<file path="src/rtl/fmul_ctrl_pkg.sv">
// Shared types and defaults for the FP32 multiplier issue controller.
package fmul_ctrl_pkg;

   localparam int unsigned FMUL_W     = 32;
   localparam int unsigned FMUL_LAT   = 5;
   localparam int unsigned FMUL_DEPTH = 4;

   typedef enum logic {
      REQ0 = 1'b0,
      REQ1 = 1'b1
   } req_id_t;

   typedef struct packed {
      logic [FMUL_W-1:0] data;
      logic              id;
      logic              ovf;
      logic              unf;
   } fmul_rsp_t;

   // Pointer width for a power-of-two FIFO depth; never narrower than one bit.
   function automatic int unsigned ptr_w(input int unsigned depth);
      int unsigned w;
      w = 1;
      while ((32'd1 << w) < depth) w++;
      return w;
   endfunction

endpackage

</file>
<file path="src/rtl/fmul_rsp_fifo.sv">
// Response FIFO for multiplier results; head is zero while empty.
module fmul_rsp_fifo
   import fmul_ctrl_pkg::*;
#(
   parameter  int unsigned DEPTH = FMUL_DEPTH,
   localparam int unsigned PW    = ptr_w(DEPTH),
   localparam int unsigned CW    = PW + 1
) (
   input  logic          clk,
   input  logic          rst_n,
   input  logic          push,
   input  fmul_rsp_t     push_data,
   input  logic          pop,
   output fmul_rsp_t     head,
   output logic          not_empty,
   output logic [CW-1:0] count
);

   fmul_rsp_t         mem [DEPTH];
   logic [PW-1:0]     wr_ptr;
   logic [PW-1:0]     rd_ptr;
   logic              full;
   logic              do_pop;

   always_comb begin
      not_empty = (count != '0);
      full      = (count == CW'(DEPTH));
      do_pop    = pop & not_empty;
      head      = not_empty ? mem[rd_ptr] : '0;
   end

   always_ff @(posedge clk) begin
      if (push) mem[wr_ptr] <= push_data;
   end

   // Pointers wrap naturally; the extra count bit separates full from empty.
   always_ff @(posedge clk or negedge rst_n) begin
      if (!rst_n) begin
         wr_ptr <= '0;
         rd_ptr <= '0;
         count  <= '0;
      end else begin
         if (push)   wr_ptr <= wr_ptr + PW'(1);
         if (do_pop) rd_ptr <= rd_ptr + PW'(1);
         case ({push, do_pop})
            2'b10:   count <= count + CW'(1);
            2'b01:   count <= count - CW'(1);
            default: count <= count;
         endcase
      end
   end

   a_no_push_when_full: assert property (@(posedge clk) disable iff (!rst_n) !(push && full));

endmodule

</file>
<file path="src/rtl/fmul_issue_ctrl.sv">
// Issue controller for the pipelined FP32 multiplier: round-robin arbiter, credit counter, valid/id chain.
// Optional sticky exception flags are built only when FMUL_CTRL_FLAGS_EN is defined.
module fmul_issue_ctrl
   import fmul_ctrl_pkg::*;
#(
   parameter int unsigned W     = FMUL_W,
   parameter int unsigned LAT   = FMUL_LAT,
   parameter int unsigned DEPTH = FMUL_DEPTH
) (
   input  logic           CLK,
   input  logic           RST,
   input  logic [1:0]     req_valid,
   output logic [1:0]     req_ready,
   input  logic [2*W-1:0] req_a,
   input  logic [2*W-1:0] req_b,
   output logic           mul_valid,
   output logic [W-1:0]   mul_a,
   output logic [W-1:0]   mul_b,
   input  logic [W-1:0]   mul_res,
   input  logic           mul_ovf,
   input  logic           mul_unf,
   output logic           rsp_valid,
   input  logic           rsp_ready,
   output logic [W-1:0]   rsp_data,
   output logic           rsp_id,
   output logic           rsp_ovf,
   output logic           rsp_unf,
   input  logic           flag_clr,
   output logic           sticky_ovf,
   output logic           sticky_unf
);

   localparam int unsigned PW = ptr_w(DEPTH);
   localparam int unsigned CW = PW + 1;

   req_id_t         ptr;
   req_id_t         other;
   req_id_t         gnt_id;
   logic [1:0]      grant;
   logic            any_grant;
   logic            mul_id;
   logic [LAT-1:0]  v_chain;
   logic [LAT-1:0]  id_chain;
   logic            tail_push;
   logic [CW-1:0]   inflight;
   logic [CW-1:0]   fifo_count;
   logic [CW-1:0]   credit;
   logic            pop;
   fmul_rsp_t       push_data;
   fmul_rsp_t       head;

   // Every slot is reserved at grant time, so the FIFO can absorb all results.
   always_comb begin
      credit = CW'(DEPTH) - inflight - fifo_count;
   end

   always_comb begin
      other  = (ptr == REQ0) ? REQ1 : REQ0;
      grant  = '0;
      gnt_id = ptr;
      if (credit != '0) begin
         if (req_valid[ptr]) begin
            grant[ptr] = 1'b1;
            gnt_id     = ptr;
         end else if (req_valid[other]) begin
            grant[other] = 1'b1;
            gnt_id       = other;
         end
      end
      any_grant = |grant;
      req_ready = grant;
   end

   always_ff @(posedge CLK or negedge RST) begin
      if (!RST) begin
         ptr       <= REQ0;
         mul_valid <= 1'b0;
         mul_a     <= '0;
         mul_b     <= '0;
         mul_id    <= 1'b0;
      end else begin
         mul_valid <= any_grant;
         if (any_grant) begin
            mul_a  <= (gnt_id == REQ1) ? req_a[2*W-1:W] : req_a[W-1:0];
            mul_b  <= (gnt_id == REQ1) ? req_b[2*W-1:W] : req_b[W-1:0];
            mul_id <= gnt_id;
            ptr    <= (gnt_id == REQ0) ? REQ1 : REQ0;
         end
      end
   end

   // Stage k is valid during the cycle the datapath is k+1 cycles past mul_valid,
   // so the tail lines up with mul_res.
   always_ff @(posedge CLK or negedge RST) begin
      if (!RST) begin
         v_chain  <= '0;
         id_chain <= '0;
      end else begin
         v_chain[0]  <= mul_valid;
         id_chain[0] <= mul_id;
         for (int unsigned i = 1; i < LAT; i++) begin
            v_chain[i]  <= v_chain[i-1];
            id_chain[i] <= id_chain[i-1];
         end
      end
   end

   assign tail_push = v_chain[LAT-1];

   always_ff @(posedge CLK or negedge RST) begin
      if (!RST) begin
         inflight <= '0;
      end else begin
         case ({any_grant, tail_push})
            2'b10:   inflight <= inflight + CW'(1);
            2'b01:   inflight <= inflight - CW'(1);
            default: inflight <= inflight;
         endcase
      end
   end

   // The response struct carries a package-width data field; W is expected to match it.
   always_comb begin
      push_data      = '0;
      push_data.data = mul_res;
      push_data.id   = id_chain[LAT-1];
      push_data.ovf  = mul_ovf;
      push_data.unf  = mul_unf;
   end

   assign pop = rsp_valid & rsp_ready;

   fmul_rsp_fifo #(
      .DEPTH (DEPTH)
   ) u_fifo (
      .clk       (CLK),
      .rst_n     (RST),
      .push      (tail_push),
      .push_data (push_data),
      .pop       (pop),
      .head      (head),
      .not_empty (rsp_valid),
      .count     (fifo_count)
   );

   always_comb begin
      rsp_data = head.data;
      rsp_id   = head.id;
      rsp_ovf  = head.ovf;
      rsp_unf  = head.unf;
   end

`ifdef FMUL_CTRL_FLAGS_EN
   // A set in the same cycle as a clear takes priority.
   always_ff @(posedge CLK or negedge RST) begin
      if (!RST) begin
         sticky_ovf <= 1'b0;
         sticky_unf <= 1'b0;
      end else begin
         if (pop && head.ovf)  sticky_ovf <= 1'b1;
         else if (flag_clr)    sticky_ovf <= 1'b0;
         if (pop && head.unf)  sticky_unf <= 1'b1;
         else if (flag_clr)    sticky_unf <= 1'b0;
      end
   end
`else
   logic unused_flag_clr;
   assign unused_flag_clr = flag_clr;
   assign sticky_ovf      = 1'b0;
   assign sticky_unf      = 1'b0;
`endif

endmodule
</file>
<file path="config.mk">
export PLATFORM = sky130hd
export DESIGN_NAME = fmul_issue_ctrl
export DESIGN_NICKNAME = d
export VERILOG_FILES = /design/src/rtl/fmul_ctrl_pkg.sv /design/src/rtl/fmul_rsp_fifo.sv /design/src/rtl/fmul_issue_ctrl.sv
export SDC_FILE = /design/constraint.sdc
export NUM_CORES = 1
export LEC_CHECK = 0
export ABC_AREA = 1
export ABC_CLOCK_PERIOD_IN_PS = 3400
export CAP_MARGIN = 20
export CORE_UTILIZATION = 35
export DETAILED_ROUTE_END_ITERATION = 7
export PLACE_DENSITY_LB_ADDON = 0.05
export SLEW_MARGIN = 20
export SYNTH_ARGS = -nofsm -noshare
export SYNTH_HDL_FRONTEND = slang
export SYNTH_HIERARCHICAL = 1
export SYNTH_SLANG_ARGS = --single-unit
</file>
<file path="constraint.sdc">
create_clock -name CLK -period 3.4 [get_ports CLK]
set_input_delay 0.34 -clock CLK [delete_from_list [all_inputs] [get_ports CLK]]
set_output_delay 0.34 -clock CLK [all_outputs]
set_load 0.02 [all_outputs]
</file>
==> flow_summary.toml <==
[status]
run_status = "finished clean"

[die]
ios = 273
die_area_mm2 = 0.0303
die_width_um = 174
core.rowCount = 62
initial_utilization = 0.359
coreArea_mm2 = 0.0289
height_of_the_chip_um = 174

[sta]
setup_viol_count_final = 0
rsz_0062_raised_after_global_routing = "false"
fraction_of_the_cycle_the_final_worst_path_needs = 0.903
rel_slew_slack = 0.347
hold_violations = 0
setup_total_negative_slack_ns = 0
count_of_pins_over_their_slew_limit = 0
clock.fmax_mhz = 326
worst_hold_slack_ns = 0.344
tightest_slew_ns = 0.978
finClkSkew_ns = 0.0104
finalCriticalPeriod_ns = 3.07

[synthesis]
synth_seq_area_share = 0.617
synth_area_mm2 = 0.0103
post_synth_xor_area_fraction = 0.00508
yosysWarnings = 6
synthesis.instances = 1031
yosys.area_share.simple = 0.228
synth_compound_gate_area_share = 0.0282
synthMuxAreaShare = 0
most_common_flop_cell_mapped_by_yosys = "sky130_fd_sc_hd__edfxtp_1"
post_synth.cell_area_avg_um2 = 10.0
synth_fa_ha_area_frac = 0.0160
synth-edff-count = 140
synth_top_family_by_area = "simple AND/OR/NAND/NOR gates"
yosysUniqueCellTypes = 29
synthArstFlopShare = 0.383
synth.ff_latch_count = 227

[critical_path]
crit_path_frequent_cell = "sky130_fd_sc_hd__buf_4"
worstPathMaxFanout = 35
worstSetupStartpointType = "register"
r2r_cells = 16
critical_path.reg2reg.startpoint = "inflight[1]"
type_of_element_capturing_the_critical_path = "output pin"
critical_path_depth = 6
setup.reg_to_reg.worst_slack_ns = 0.76
cpPeakStageDelay_ns = 0.55
cp_cell_sequence = "buf_4 > buf_4 > nand2_1 > nand3_1 > a21oi_1 > clkdlybuf4s50_1"
critical_path_slowest_stage_cell = "sky130_fd_sc_hd__clkdlybuf4s50_1"
crit_end = "rsp_data[0]"
critical_path.reg2reg.endpoint = "inflight[2]"
setup_crit_path_kind = "reg2out"
signal_arrival_time_at_the_worst_endpoint_ns = 2.73
critical_path.top_delay_family = "buffers and inverters"
timing.critical_path.from = "u_fifo/rd_ptr[0]"
critical_path.n_buffers_inverters = 3
wp_data_required_ns = 3.06

[placed_design]
dp_hpwl_mm = 16.4
io_buffers = 269
place_inst = 1644
gp_routability_congestion = 0.729

[pwr]
intPower_w = 0.00891
vdd_ir_max_mv = 0.846
report.power.total_w = 0.0154
power_frac_seq = 0.291
pwr-share-clk = 0.186
p_sw_frac = 0.420
p_leak_nw = 6.20
pwr-share-comb = 0.523
power.density_cell_area_mw_per_mm2 = 1090
p_sw_w = 0.00646

[routing]
drt-pass1-iter-count = 4
drt-initial-drc-count = 312
detail_route.wl_per_cell_um = 15.7
ant_nets = 0
avgViaCountPerCell = 4.48
wirelength_mm = 26.7
vias_after_detailed_routing = 7586
drc_errors = 0

[global_route]
grt_start_max_net_pins = 72
number_of_antenna_violations_at_the_first_check_in_global_routing = 1
via_count_of_the_first_global_routing_pass = 7673
use_met2 = 0.308
grt_busiest_layer = "met2"
grt_usage = 0.180
grt_pass1_wl_mm = 42.4
globalRoute.totalOverflow = 0
routing_usage_on_met1 = 0.217
groute.layer.met3.usage = 0.0599

[hold_path]
worstHoldPathCells = 0
worstHoldPathType = "reg2reg"

[clock_tree]
cts_made_buffers = 26
cts_root_buf = "sky130_fd_sc_hd__clkbuf_16"
cts.clk_slew.worst_paths_ns = 0.06
post_cts_resized = 0
clockBufferDepth = 3
tritoncts = "built"
clock_sink_count = 227
htreeDepth = 1
clk-insertion-delay-late_ns = 0.52
post_cts.repair.setup_buffers = 0
postCtsHoldBufs = 1

[finish]
layoutNonFillerInstCount = 1694
share_of_layout_cells_above_drive_strength_1 = 0.110
syn_to_final_growth_pct = 36.8
fin_nets = 1469

[run]
maxCapViolCount = 0
==> cell families (layout without fill, tap and decap cells) <==
family                   after synthesis  after routing
AND/OR/NAND/NOR                      508            508
adder cells (fa/ha/maj)               12             12
AO/OA/AOI/OAI                         48             48
buffers and inverters                229            506
XOR/XNOR                               6              6
flip-flops                           227            227
other                                  1              3
==> power groups by stage <==
stage          registers, W  clock network (W)  logic, W
4_1_cts             0.00448            0.00295   0.00821
2_1_floorplan       0.00489                  0   0.00505
6_report            0.00447            0.00287   0.00804
3_5_place_dp        0.00450                  0   0.00819
5_1_grt             0.00459            0.00306   0.00886
3_3_place_gp        0.00450                  0   0.00813
==> worst min-delay path by stage <==
stage,start,endpoint,slack [ns]
after floorplan,RST,id_chain[0],0.04
after global placement,id_chain[2],id_chain[3],0.33
after detailed placement,id_chain[0],id_chain[1],0.33
after CTS,req_b[59],mul_b[27],0.34
after global routing,id_chain[2],id_chain[3],0.35
final,id_chain[2],id_chain[3],0.34
==> flip-flops by register name, summed over array words and instances (netlist names) <==
name	count
mul_valid	1
id_chain	5
u_fifo/mem	140
ptr	1
mul_a	32
mul_id	1
u_fifo/count	3
u_fifo/wr_ptr	2
u_fifo/rd_ptr	2
v_chain	5
mul_b	32
inflight	3
==> per-layer routing <==
layer,up-vias,routed length [µm]
met2,223,12800
met3,36,2250
met1,3514,11100
met5,-,0
li1,3813,-
met4,0,473
==> synth_stat cells, types with 2 or more instances <==
master / instances / area [µm²]
sky130_fd_sc_hd__nand2_1: 247 / 927
sky130_fd_sc_hd__nand2_2: 53 / 332
sky130_fd_sc_hd__buf_12: 4 / 80.1
sky130_fd_sc_hd__a21oi_2: 10 / 87.6
sky130_fd_sc_hd__buf_4: 18 / 135
sky130_fd_sc_hd__buf_8: 2 / 30.0
sky130_fd_sc_hd__xnor2_1: 4 / 35.0
sky130_fd_sc_hd__buf_6: 7 / 78.8
sky130_fd_sc_hd__dfrtp_1: 87 / 2180
sky130_fd_sc_hd__nand3_1: 191 / 956
sky130_fd_sc_hd__nor2_1: 4 / 15.0
sky130_fd_sc_hd__inv_1: 168 / 631
sky130_fd_sc_hd__edfxtp_1: 140 / 4200
sky130_fd_sc_hd__ha_1: 10 / 125
sky130_fd_sc_hd__fa_1: 2 / 40.0
sky130_fd_sc_hd__clkbuf_1: 5 / 18.8
sky130_fd_sc_hd__o21ai_0: 6 / 30.0
sky130_fd_sc_hd__nand3_2: 11 / 110
sky130_fd_sc_hd__inv_2: 4 / 15.0
sky130_fd_sc_hd__a21oi_1: 29 / 145
sky130_fd_sc_hd__buf_2: 20 / 100
sky130_fd_sc_hd__xor2_1: 2 / 17.5
==> stage by stage <==
stage	setup slack, ns	area [µm²]	utilization
after floorplan	0.627	10300	-
after global placement	0.683	13300	0.459
after detailed placement	0.661	13300	0.459
after CTS	0.259	14200	0.490
after global routing	0.155	14200	0.490
final	0.330	14200	0.491
==> final cells by class <==
type	count	area [µm²]
clock inverter	17	186
tap	384	480
multi-input combinational	576	2870
inverter	173	652
clock buffer	31	701
timing repair buffer	285	2880
sequential	227	6380
antenna	1	2.50
fill	2664	14700
==> layout by cell type, fill, tap and decap left out, types with 7 or more instances in the layout <==
master	instances
sky130_fd_sc_hd__clkbuf_16	27
sky130_fd_sc_hd__a21oi_1	29
sky130_fd_sc_hd__clkinv_2	7
sky130_fd_sc_hd__ha_1	10
sky130_fd_sc_hd__inv_1	164
sky130_fd_sc_hd__nand3_2	11
sky130_fd_sc_hd__clkdlybuf4s50_1	268
sky130_fd_sc_hd__dfrtp_1	85
sky130_fd_sc_hd__buf_4	11
sky130_fd_sc_hd__nand2_2	53
sky130_fd_sc_hd__nand2_1	247
sky130_fd_sc_hd__edfxtp_1	140
sky130_fd_sc_hd__a21oi_2	10
sky130_fd_sc_hd__inv_2	8
sky130_fd_sc_hd__nand3_1	191
Note: power is estimated with default switching activity, not from simulation.
